$ cat config.mk
export PLATFORM = sky130hd
export DESIGN_NAME = draw_req_arbiter
export DESIGN_NICKNAME = d
export VERILOG_FILES = /design/src/rtl/draw_req_arbiter.sv
export SDC_FILE = /design/constraint.sdc
export NUM_CORES = 1
export LEC_CHECK = 0
export ABC_AREA = 1
export ABC_CLOCK_PERIOD_IN_PS = 3150
export BUFFER_PORTS_ARGS = -buffer_cell sky130_fd_sc_hd__clkbuf_2
export CORE_AREA = 2 2 264 266
export DETAILED_ROUTE_END_ITERATION = 10
export DIE_AREA = 0 0 266 268
export SYNTH_ARGS = -nofsm -noshare
export SYNTH_HDL_FRONTEND = slang
export SYNTH_SLANG_ARGS = --single-unit
$ cat constraint.sdc
create_clock -name clk -period 3.15 [get_ports clk]
set_input_delay 0.63 -clock clk [delete_from_list [all_inputs] [get_ports clk]]
set_output_delay 0.63 -clock clk [all_outputs]
set_load 0.05 [all_outputs]
$ cat src/rtl/draw_req_arbiter.sv
// draw_req_arbiter: round-robin arbiter sharing one rect-draw engine
// request port between NUM_REQ requesters, with optional frame clipping.
//
// Ports:
//   clk, rstn                 clock, synchronous active-low reset
//   up_base_addr/x/y/w/h/color packed per-requester command slices
//   up_valid / up_ready       per-requester handshake (ready is one-hot)
//   dn_base_addr/x/y/w/h/color registered command to the engine
//   dn_id                     index of the granted requester
//   dn_valid / dn_ready       engine handshake
//   busy                      registered, high whenever not IDLE
//   drop_cnt                  saturating count of clipped-away commands
//
// Build option: define DRAW_ARB_CLIP_EN to enable the bounds drop and
// w/h clamp in the CLIP state; otherwise CLIP is a one-cycle pass-through.

module draw_req_arbiter #(
    parameter int NUM_REQ        = 4,
    parameter int AXI_ADDR_WIDTH = 32,
    parameter int PIX_WIDTH      = 32,
    parameter int IMG_WIDTH      = 1920,
    parameter int IMG_HEIGHT     = 1080,
    parameter int ID_WIDTH       = $clog2(NUM_REQ)
) (
    input  logic                              clk,
    input  logic                              rstn,
    input  logic [NUM_REQ*AXI_ADDR_WIDTH-1:0] up_base_addr,
    input  logic [NUM_REQ*16-1:0]             up_x,
    input  logic [NUM_REQ*16-1:0]             up_y,
    input  logic [NUM_REQ*16-1:0]             up_w,
    input  logic [NUM_REQ*16-1:0]             up_h,
    input  logic [NUM_REQ*PIX_WIDTH-1:0]      up_color,
    input  logic [NUM_REQ-1:0]                up_valid,
    output logic [NUM_REQ-1:0]                up_ready,
    output logic [AXI_ADDR_WIDTH-1:0]         dn_base_addr,
    output logic [15:0]                       dn_x,
    output logic [15:0]                       dn_y,
    output logic [15:0]                       dn_w,
    output logic [15:0]                       dn_h,
    output logic [PIX_WIDTH-1:0]              dn_color,
    output logic [ID_WIDTH-1:0]               dn_id,
    output logic                              dn_valid,
    input  logic                              dn_ready,
    output logic                              busy,
    output logic [15:0]                       drop_cnt
);

    typedef enum logic [1:0] {IDLE, CLIP, SEND} state_t;

    state_t                    r_state;
    logic [ID_WIDTH-1:0]       r_ptr;
    logic [ID_WIDTH-1:0]       r_id;
    logic [AXI_ADDR_WIDTH-1:0] r_base;
    logic [15:0]               r_x, r_y, r_w, r_h;
    logic [PIX_WIDTH-1:0]      r_color;
    logic                      r_valid;
    logic                      r_busy;

    logic                      w_any;
    logic [ID_WIDTH-1:0]       w_gnt;
    logic [ID_WIDTH-1:0]       w_idx;
    logic [AXI_ADDR_WIDTH-1:0] w_base;
    logic [15:0]               w_x, w_y, w_w, w_h;
    logic [PIX_WIDTH-1:0]      w_color;

    // Walk from the farthest offset down to ptr+1 so the nearest
    // requester after the last winner is the one left in w_gnt.
    always_comb begin
        w_any = 1'b0;
        w_gnt = '0;
        w_idx = '0;
        for (int k = NUM_REQ; k >= 1; k--) begin
            w_idx = ID_WIDTH'((32'(r_ptr) + 32'(k)) % 32'(NUM_REQ));
            if (up_valid[w_idx]) begin
                w_any = 1'b1;
                w_gnt = w_idx;
            end
        end
    end

    always_comb begin
        w_base  = '0;
        w_x     = '0;
        w_y     = '0;
        w_w     = '0;
        w_h     = '0;
        w_color = '0;
        for (int i = 0; i < NUM_REQ; i++) begin
            if (w_gnt == ID_WIDTH'(i)) begin
                w_base  = up_base_addr[i*AXI_ADDR_WIDTH +: AXI_ADDR_WIDTH];
                w_x     = up_x[i*16 +: 16];
                w_y     = up_y[i*16 +: 16];
                w_w     = up_w[i*16 +: 16];
                w_h     = up_h[i*16 +: 16];
                w_color = up_color[i*PIX_WIDTH +: PIX_WIDTH];
            end
        end
    end

    // Gated by rstn so no requester sees an acceptance that reset discards.
    assign up_ready = (rstn && (r_state == IDLE) && w_any)
                    ? (NUM_REQ'(1) << w_gnt) : '0;

`ifdef DRAW_ARB_CLIP_EN
    logic [15:0] r_drop;
    logic [16:0] w_rem_w, w_rem_h;
    logic        w_drop;
    logic [15:0] w_cw, w_ch;

    // 17-bit so the remaining span never wraps against a 16-bit origin.
    assign w_rem_w = 17'(IMG_WIDTH) - {1'b0, r_x};
    assign w_rem_h = 17'(IMG_HEIGHT) - {1'b0, r_y};
    assign w_drop  = ({1'b0, r_x} >= 17'(IMG_WIDTH))
                  || ({1'b0, r_y} >= 17'(IMG_HEIGHT))
                  || (r_w == 16'd0) || (r_h == 16'd0);
    assign w_cw    = ({1'b0, r_w} > w_rem_w) ? w_rem_w[15:0] : r_w;
    assign w_ch    = ({1'b0, r_h} > w_rem_h) ? w_rem_h[15:0] : r_h;
    assign drop_cnt = r_drop;
`else
    assign drop_cnt = '0;
`endif

    always_ff @(posedge clk) begin
        if (!rstn) begin
            r_state <= IDLE;
            r_ptr   <= ID_WIDTH'(NUM_REQ - 1);
            r_id    <= '0;
            r_base  <= '0;
            r_x     <= '0;
            r_y     <= '0;
            r_w     <= '0;
            r_h     <= '0;
            r_color <= '0;
            r_valid <= 1'b0;
            r_busy  <= 1'b0;
`ifdef DRAW_ARB_CLIP_EN
            r_drop  <= '0;
`endif
        end else begin
            unique case (r_state)
                IDLE: begin
                    if (w_any) begin
                        r_base  <= w_base;
                        r_x     <= w_x;
                        r_y     <= w_y;
                        r_w     <= w_w;
                        r_h     <= w_h;
                        r_color <= w_color;
                        r_ptr   <= w_gnt;
                        r_id    <= w_gnt;
                        r_state <= CLIP;
                        r_busy  <= 1'b1;
                    end
                end
                CLIP: begin
`ifdef DRAW_ARB_CLIP_EN
                    if (w_drop) begin
                        if (r_drop != 16'hFFFF)
                            r_drop <= r_drop + 16'd1;
                        r_state <= IDLE;
                        r_busy  <= 1'b0;
                    end else begin
                        r_w     <= w_cw;
                        r_h     <= w_ch;
                        r_state <= SEND;
                        r_valid <= 1'b1;
                    end
`else
                    r_state <= SEND;
                    r_valid <= 1'b1;
`endif
                end
                SEND: begin
                    if (dn_ready) begin
                        r_valid <= 1'b0;
                        r_state <= IDLE;
                        r_busy  <= 1'b0;
                    end
                end
                default: begin
                    r_state <= IDLE;
                    r_valid <= 1'b0;
                    r_busy  <= 1'b0;
                end
            endcase
        end
    end

    assign dn_base_addr = r_base;
    assign dn_x         = r_x;
    assign dn_y         = r_y;
    assign dn_w         = r_w;
    assign dn_h         = r_h;
    assign dn_color     = r_color;
    assign dn_id        = r_id;
    assign dn_valid     = r_valid;
    assign busy         = r_busy;

endmodule
### Word level (Yosys, flattened, before mapping)

Cells that the tools add are included.

| storage, ports and cells | value |
|---|---|
| register bits | 136 |
| bits of input ports | 519 |
| output and inout bits | 152 |

| operators by class | value |
|---|---|
| add/sub/neg operators | 4 |
| order comparisons | 4 |
| equal/unequal tests | 7 |
| shifts and indexed selects | 1 |
| mux-type cells | 48 |
| bitwise operators | 2 |
| reductions and logical operators | 8 |

Operators by type and width:

| operator | count |
|---|---|
| $mux 16 | 16 |
| $mux 32 | 8 |
| $lt 2x3->1 const B | 4 |
| $mux 2 | 6 |
| $mux 1 | 10 |
| $bmux 1 s2 | 4 |
| $eq 2x2->1 const B | 3 |
| $pmux 1 s3 | 2 |
| $pmux 2 s3 | 1 |
| $reduce_and 2->1 | 3 |
| $add 2x1->2 const B | 2 |
| $add 2x2->2 const B | 2 |
| $eq 2x1->1 const B | 2 |
| $logic_not 2->1 | 2 |
| $mux 4 | 1 |
| $ne 2x2->1 const B | 2 |
| $shl 1x2->4 const A | 1 |
| $reduce_and 3->1 | 1 |
| $logic_and 1x1->1 | 2 |
| $not 1->1 | 2 |

### Depth between registers and ports, before layout

| logic depth | value |
|---|---|
| depth in word-level cells | 12 |
| mapped depth | 20 |
| gate-level depth less buffers | 16 |

### Worst setup path after synthesis

OpenSTA, ideal clock, no wires.

| path | value |
|---|---|
| path type | in2out |
| from | input up_valid[3] |
| to | output up_ready[0] |
| arrival time | 2.667 ns |
| required time | 2.520 ns |
| setup slack | -0.147 ns |
| stages | 10 |
| path buffers | 2 |
| cells stage by stage | inv_1 > o21ai_1 > nand2_1 > nand2_1 > nand2_1 > nand3_2 > nand2_2 > buf_6 > clkbuf_1 > nor3_1 |

| between the ends | value |
|---|---|
| word-level cells in the longest chain between the ends | 8 |

Ends and longest elaborated chain:

| what | line | source |
|---|---|---|
| start: declaration | 33 | `input logic [NUM_REQ-1:0] up_valid,` |
| $bmux 1 s2 | 74 | `if (up_valid[w_idx]) begin` |
| $mux 1 (implied by the code) | 74 |  |
| $mux 2 or $mux 1 (tied branches) (4 in series) | 74 |  |
| $shl 1x2->4 or $logic_and 1x1->1 (tied branches) | 102, 101 |  |
| $mux 4 (*) | 102 | `? (NUM_REQ'(1) << w_gnt) : '0;` |
| end: declaration | 34 | `output logic [NUM_REQ-1:0] up_ready,` |

Mark *: on every way between the ends. The rest lies on a longest branch, timed or not. The select of a mux whose other input is x is not followed.

### Final worst setup path

| path | value |
|---|---|
| from | register r_ptr[0] |
| to | output up_ready[3] |

| between the ends | value |
|---|---|
| word-level cells in the longest chain between the ends | 9 |

Ends and longest elaborated chain:

| what | line | source |
|---|---|---|
| start: declaration | 51 | `logic [ID_WIDTH-1:0] r_ptr;` |
| start signal: assignment | 126 | `r_ptr <= ID_WIDTH'(NUM_REQ - 1);` |
| start signal: assignment | 149 | `r_ptr <= w_gnt;` |
| $add 2x1->2 | 73 | `w_idx = ID_WIDTH'((32'(r_ptr) + 32'(k)) % 32'(NUM_REQ));` |
| $bmux 1 s2 | 74 |  |
| $mux 1 (implied by the code) | 74 |  |
| $mux 2 or $mux 1 (tied branches) (4 in series) | 74 |  |
| $shl 1x2->4 or $logic_and 1x1->1 (tied branches) | 102, 101 |  |
| $mux 4 (*) | 102 |  |

Marks and branches as above.

==> Flow_metrics.wiki <==
{| class="wikitable"
! Metric !! Value
|-
| Antenna violations before repair || 4
|-
| Post-layout utilization of the core || 19.8%
|-
| Crit path capture type || output port
|-
| Starting density of the core || 12.7%
|-
| Post-synthesis area per instance || 5.72 um^2
|-
| # Post-CTS Setup Buffers || 0
|-
| CP startpoint kind || flop
|-
| Final critical-path required period || 2.90 ns
|-
| Sequential area share after synthesis || 31.4%
|-
| Final setup fails || 0
|-
| Switching share of power || 59.7%
|-
| Number of synthesized register bits || 136
|-
| Worst Path Class, Setup || flop to output port
|-
| Cell-internal power || 7620 uW
|-
| Number of design rule violations left after detail routing || 0
|-
| Clock tree from TritonCTS || yes
|-
| Area of the mapped netlist || 8680 um^2
|-
| Outcome || completed
|-
| Post-layout nets || 2632
|-
| Final RePlAce weighted congestion || 0.930
|-
| Placement row count || 96
|-
| Maximum frequency from static timing analysis || 0.345 GHz
|-
| Number of distinct library cell variants in the gate-level netlist after synthesis || 26
|-
| Initial DRC Count || 593
|-
| Number of detailed-route iterations in the first pass || 5
|-
| PortBufs || 654
|-
| Cell Area, Placed || 12900 um^2
|-
| Count of vias placed by the detailed router || 11700
|-
| Post-detail-place hpwl || 37100 um
|-
| Final non-filler cell area || 13500 um^2
|-
| Number of enable-type register cells in the synthesized netlist || 0
|-
| Global routing usage on met2 || 20.7%
|-
| Sum Neg Setup Slack || 0 ns
|-
| Hold-fix buffers, CTS || 0
|-
| Clk sink count || 136
|-
| Wirelength, routed || 47500 um
|-
| Worst-case clock skew || 0.0103 ns
|-
| Reported leakage power || 0.00711 uW
|-
| R2R depth || 15
|-
| Clock tree root driver cell || clkbuf_16
|-
| Final slew viol count || 0
|-
| Overall track demand over capacity in global routing || 12.8%
|-
| Die Area || 71300 um^2
|-
| Core area || 68200 um^2
|-
| Hold Path Stages || 3
|-
| CP Data Required Time || 2.52 ns
|-
| Wire length per cell after detailed routing || 15.8 um
|-
| Clk network pwr share || 11.6%
|-
| Share of the cycle needed by the critical path after routing || 92.1%
|-
| Total global routing overflow || 0
|-
| Global-route wire length before repair || 67400 um
|-
| Highest net fanout along the worst path || 16
|-
| Dominant synthesized flop cell || dfxtp_1
|-
| List of most frequent post-synthesis cells || nand2_1, o21ai_0, dfxtp_1
|-
| Minimum hold slack || 0.454 ns
|-
| Sw Pwr || 11300 uW
|-
| Count of boundary I/O pins || 671
|-
| P per Cell Area || 1400 nW/um^2
|-
| H-Tree Depth || 4
|-
| Max capacitance violation total || 0
|-
| Worst-case vdd ir drop || 1.11 mV
|-
| Clock Path Buffers || 2
|-
| Fraction of met1 tracks used by global routing || 15.6%
|-
| Via-to-Cell Ratio || 3.89
|-
| Final antenna-violating net count || 0
|-
| WP data arrival || 2.27 ns
|-
| Most common cell in the synthesized netlist || nand2_1
|-
| Die H || 268 um
|-
| Power share of the combinational group || 74.3%
|-
| Yosys warns || 0
|-
| Slew at the pin with the worst max-slew slack || 1.14 ns
|-
| RSZ-0062 raised after global routing || no
|-
| Register clock-pin slew on the reported worst setup and hold paths || 0.07 ns
|-
| Clock latency at the later pin of the worst-skew pair || 0.47 ns
|-
| Class of the worst hold path || primary input to flop
|-
| Number of endpoints with negative hold slack in the final report || 0
|-
| Layout fillers || 7951
|-
| Clock buffers created by TritonCTS || 17
|-
| Dominant cell type by area after synthesis || dfxtp_1
|-
| Synthesis-to-layout area growth || 55.6%
|-
| Remaining max-slew budget at the tightest pin || 24.0%
|-
| GRT met3 Usage || 3.94%
|-
| DIE WIDTH || 266 um
|-
| Layer carrying the most global-route usage || met2
|-
| Pin count of the biggest net entering global routing || 74
|-
| Post-Syn Instances || 1517
|-
| Share of Yosys cell area claimed by the top area cell type || 31.4%
|-
| Portion of total power attributed to sequential cells || 14.1%
|-
| Largest cells by area after synthesis || dfxtp_1, nand2_1, o21ai_0
|-
| R2R Setup Slk || 0.36 ns
|-
| Share of async-settable or async-resettable flops after synthesis || 0%
|-
| Number of global-route vias before repair || 10900
|-
| Layout cells sized above 1 || 34.8%
|}
-- timing repair --
action / 4_1_cts / 5_1_grt
resized for setup: 3 / 5
endpoints found under the setup margin: 2 / 7
pin swaps: 0 / 0
-- cell usage in the layout, fill, tap and decap left out, types with 2 or more instances in the layout --
| cell type | instances |
|---|---|
| nor2_2 | 2 |
| inv_4 | 2 |
| nand4_1 | 6 |
| clkbuf_2 | 650 |
| nand2_1 | 625 |
| buf_4 | 22 |
| o211ai_1 | 2 |
| clkinv_2 | 3 |
| nor3_2 | 2 |
| inv_6 | 5 |
| buf_12 | 11 |
| nand2_2 | 3 |
| inv_2 | 3 |
| dfxtp_1 | 134 |
| diode_2 | 4 |
| clkinvlp_4 | 2 |
| nand2_4 | 4 |
| conb_1 | 16 |
| a21oi_1 | 74 |
| inv_1 | 86 |
| clkinv_4 | 3 |
| o21ai_0 | 186 |
| nand3_1 | 132 |
| o21ai_1 | 2 |
| bufinv_16 | 3 |
| clkbuf_16 | 17 |
| nor2_1 | 123 |
-- cell families (layout without fill, tap and decap cells) --
group / Yosys count / in the layout / share of synthesized area (%)
simple gates: 901 / 901 / 41.7
other cells: 1 / 20 / 0.0432
compound gates: 264 / 264 / 15.3
buf+inv: 215 / 809 / 11.6
flops: 136 / 136 / 31.4
-- worst paths after layout --
| kind | from | to |
|---|---|---|
| min | rstn | r_state[0]$_SDFFE_PN0P_ |
| min reg2reg | dn_base_addr[5]$_SDFFE_PN0P_ | dn_base_addr[5]$_SDFFE_PN0P_ |
| max reg2reg | r_ptr[0]$_SDFFE_PN1P_ | dn_y[8]$_SDFFE_PN0P_ |
| max | r_ptr[0]$_SDFFE_PN1P_ | up_ready[3] |
-- critical path: stages, from the launching register on --
cell     delay (ns)
dfxtp_4        0.41
inv_4          0.07
nand2_1        0.07
nand2_2        0.07
nand2_1        0.08
nand2_1        0.05
inv_1          0.05
nand2_1        0.04
nand3_1        0.10
nand2_4        0.07
buf_4          0.16
inv_6          0.15
nand2_4        0.15
nor2_2         0.17
buf_12         0.15
-- final cells by class --
type / instances / area [um^2] / share of cell area, %
timing repair buffer: 684 / 3650 / 27.0
inverter: 93 / 364 / 2.70
sequential: 136 / 2730 / 20.2
antenna: 4 / 10.0 / 0.0741
clock buffer: 18 / 439 / 3.25
multi-input combinational: 1181 / 5040 / 37.3
clock inverter: 14 / 173 / 1.28
tap: 882 / 1100 / 8.17
-- stage by stage --
step                      instances  total power [uW]  setup WS, ns
after floorplan                1532             12600         0.267
after global placement         2976             16800        0.0234
after CTS                      3008             19200        0.0214
after detailed placement       2976             16800       -0.0159
final                          3012             18900         0.248
after global routing           3012             20700        0.0198
-- power by group through the flow --
| stage | clock (uW) | combinational (uW) | sequential (uW) |
|---|---|---|---|
| final | 2200 | 14000 | 2660 |
| after global routing | 2370 | 15600 | 2740 |
| after CTS | 2330 | 14200 | 2660 |
| after global placement | 0 | 14100 | 2680 |
| after detailed placement | 0 | 14100 | 2690 |
| after floorplan | 0 | 8060 | 4520 |
-- routing by layer --
| layer | vias up | part of all wire (%) |
|---|---|---|
| met4 | 0 | 3.0 |
| met1 | 5186 | 43 |
| met3 | 66 | 7.4 |
| li1 | 5960 | - |
| met2 | 494 | 47 |
| met5 | - | 0 |
-- state kept, by name (all words and copies together) (netlist names) --
register / flops
dn_x: 16
dn_base_addr: 32
dn_id: 2
dn_y: 16
r_state: 2
r_ptr: 2
dn_valid: 1
busy: 1
dn_h: 16
dn_color: 32
dn_w: 16
Note: power is estimated with default switching activity, not from simulation.
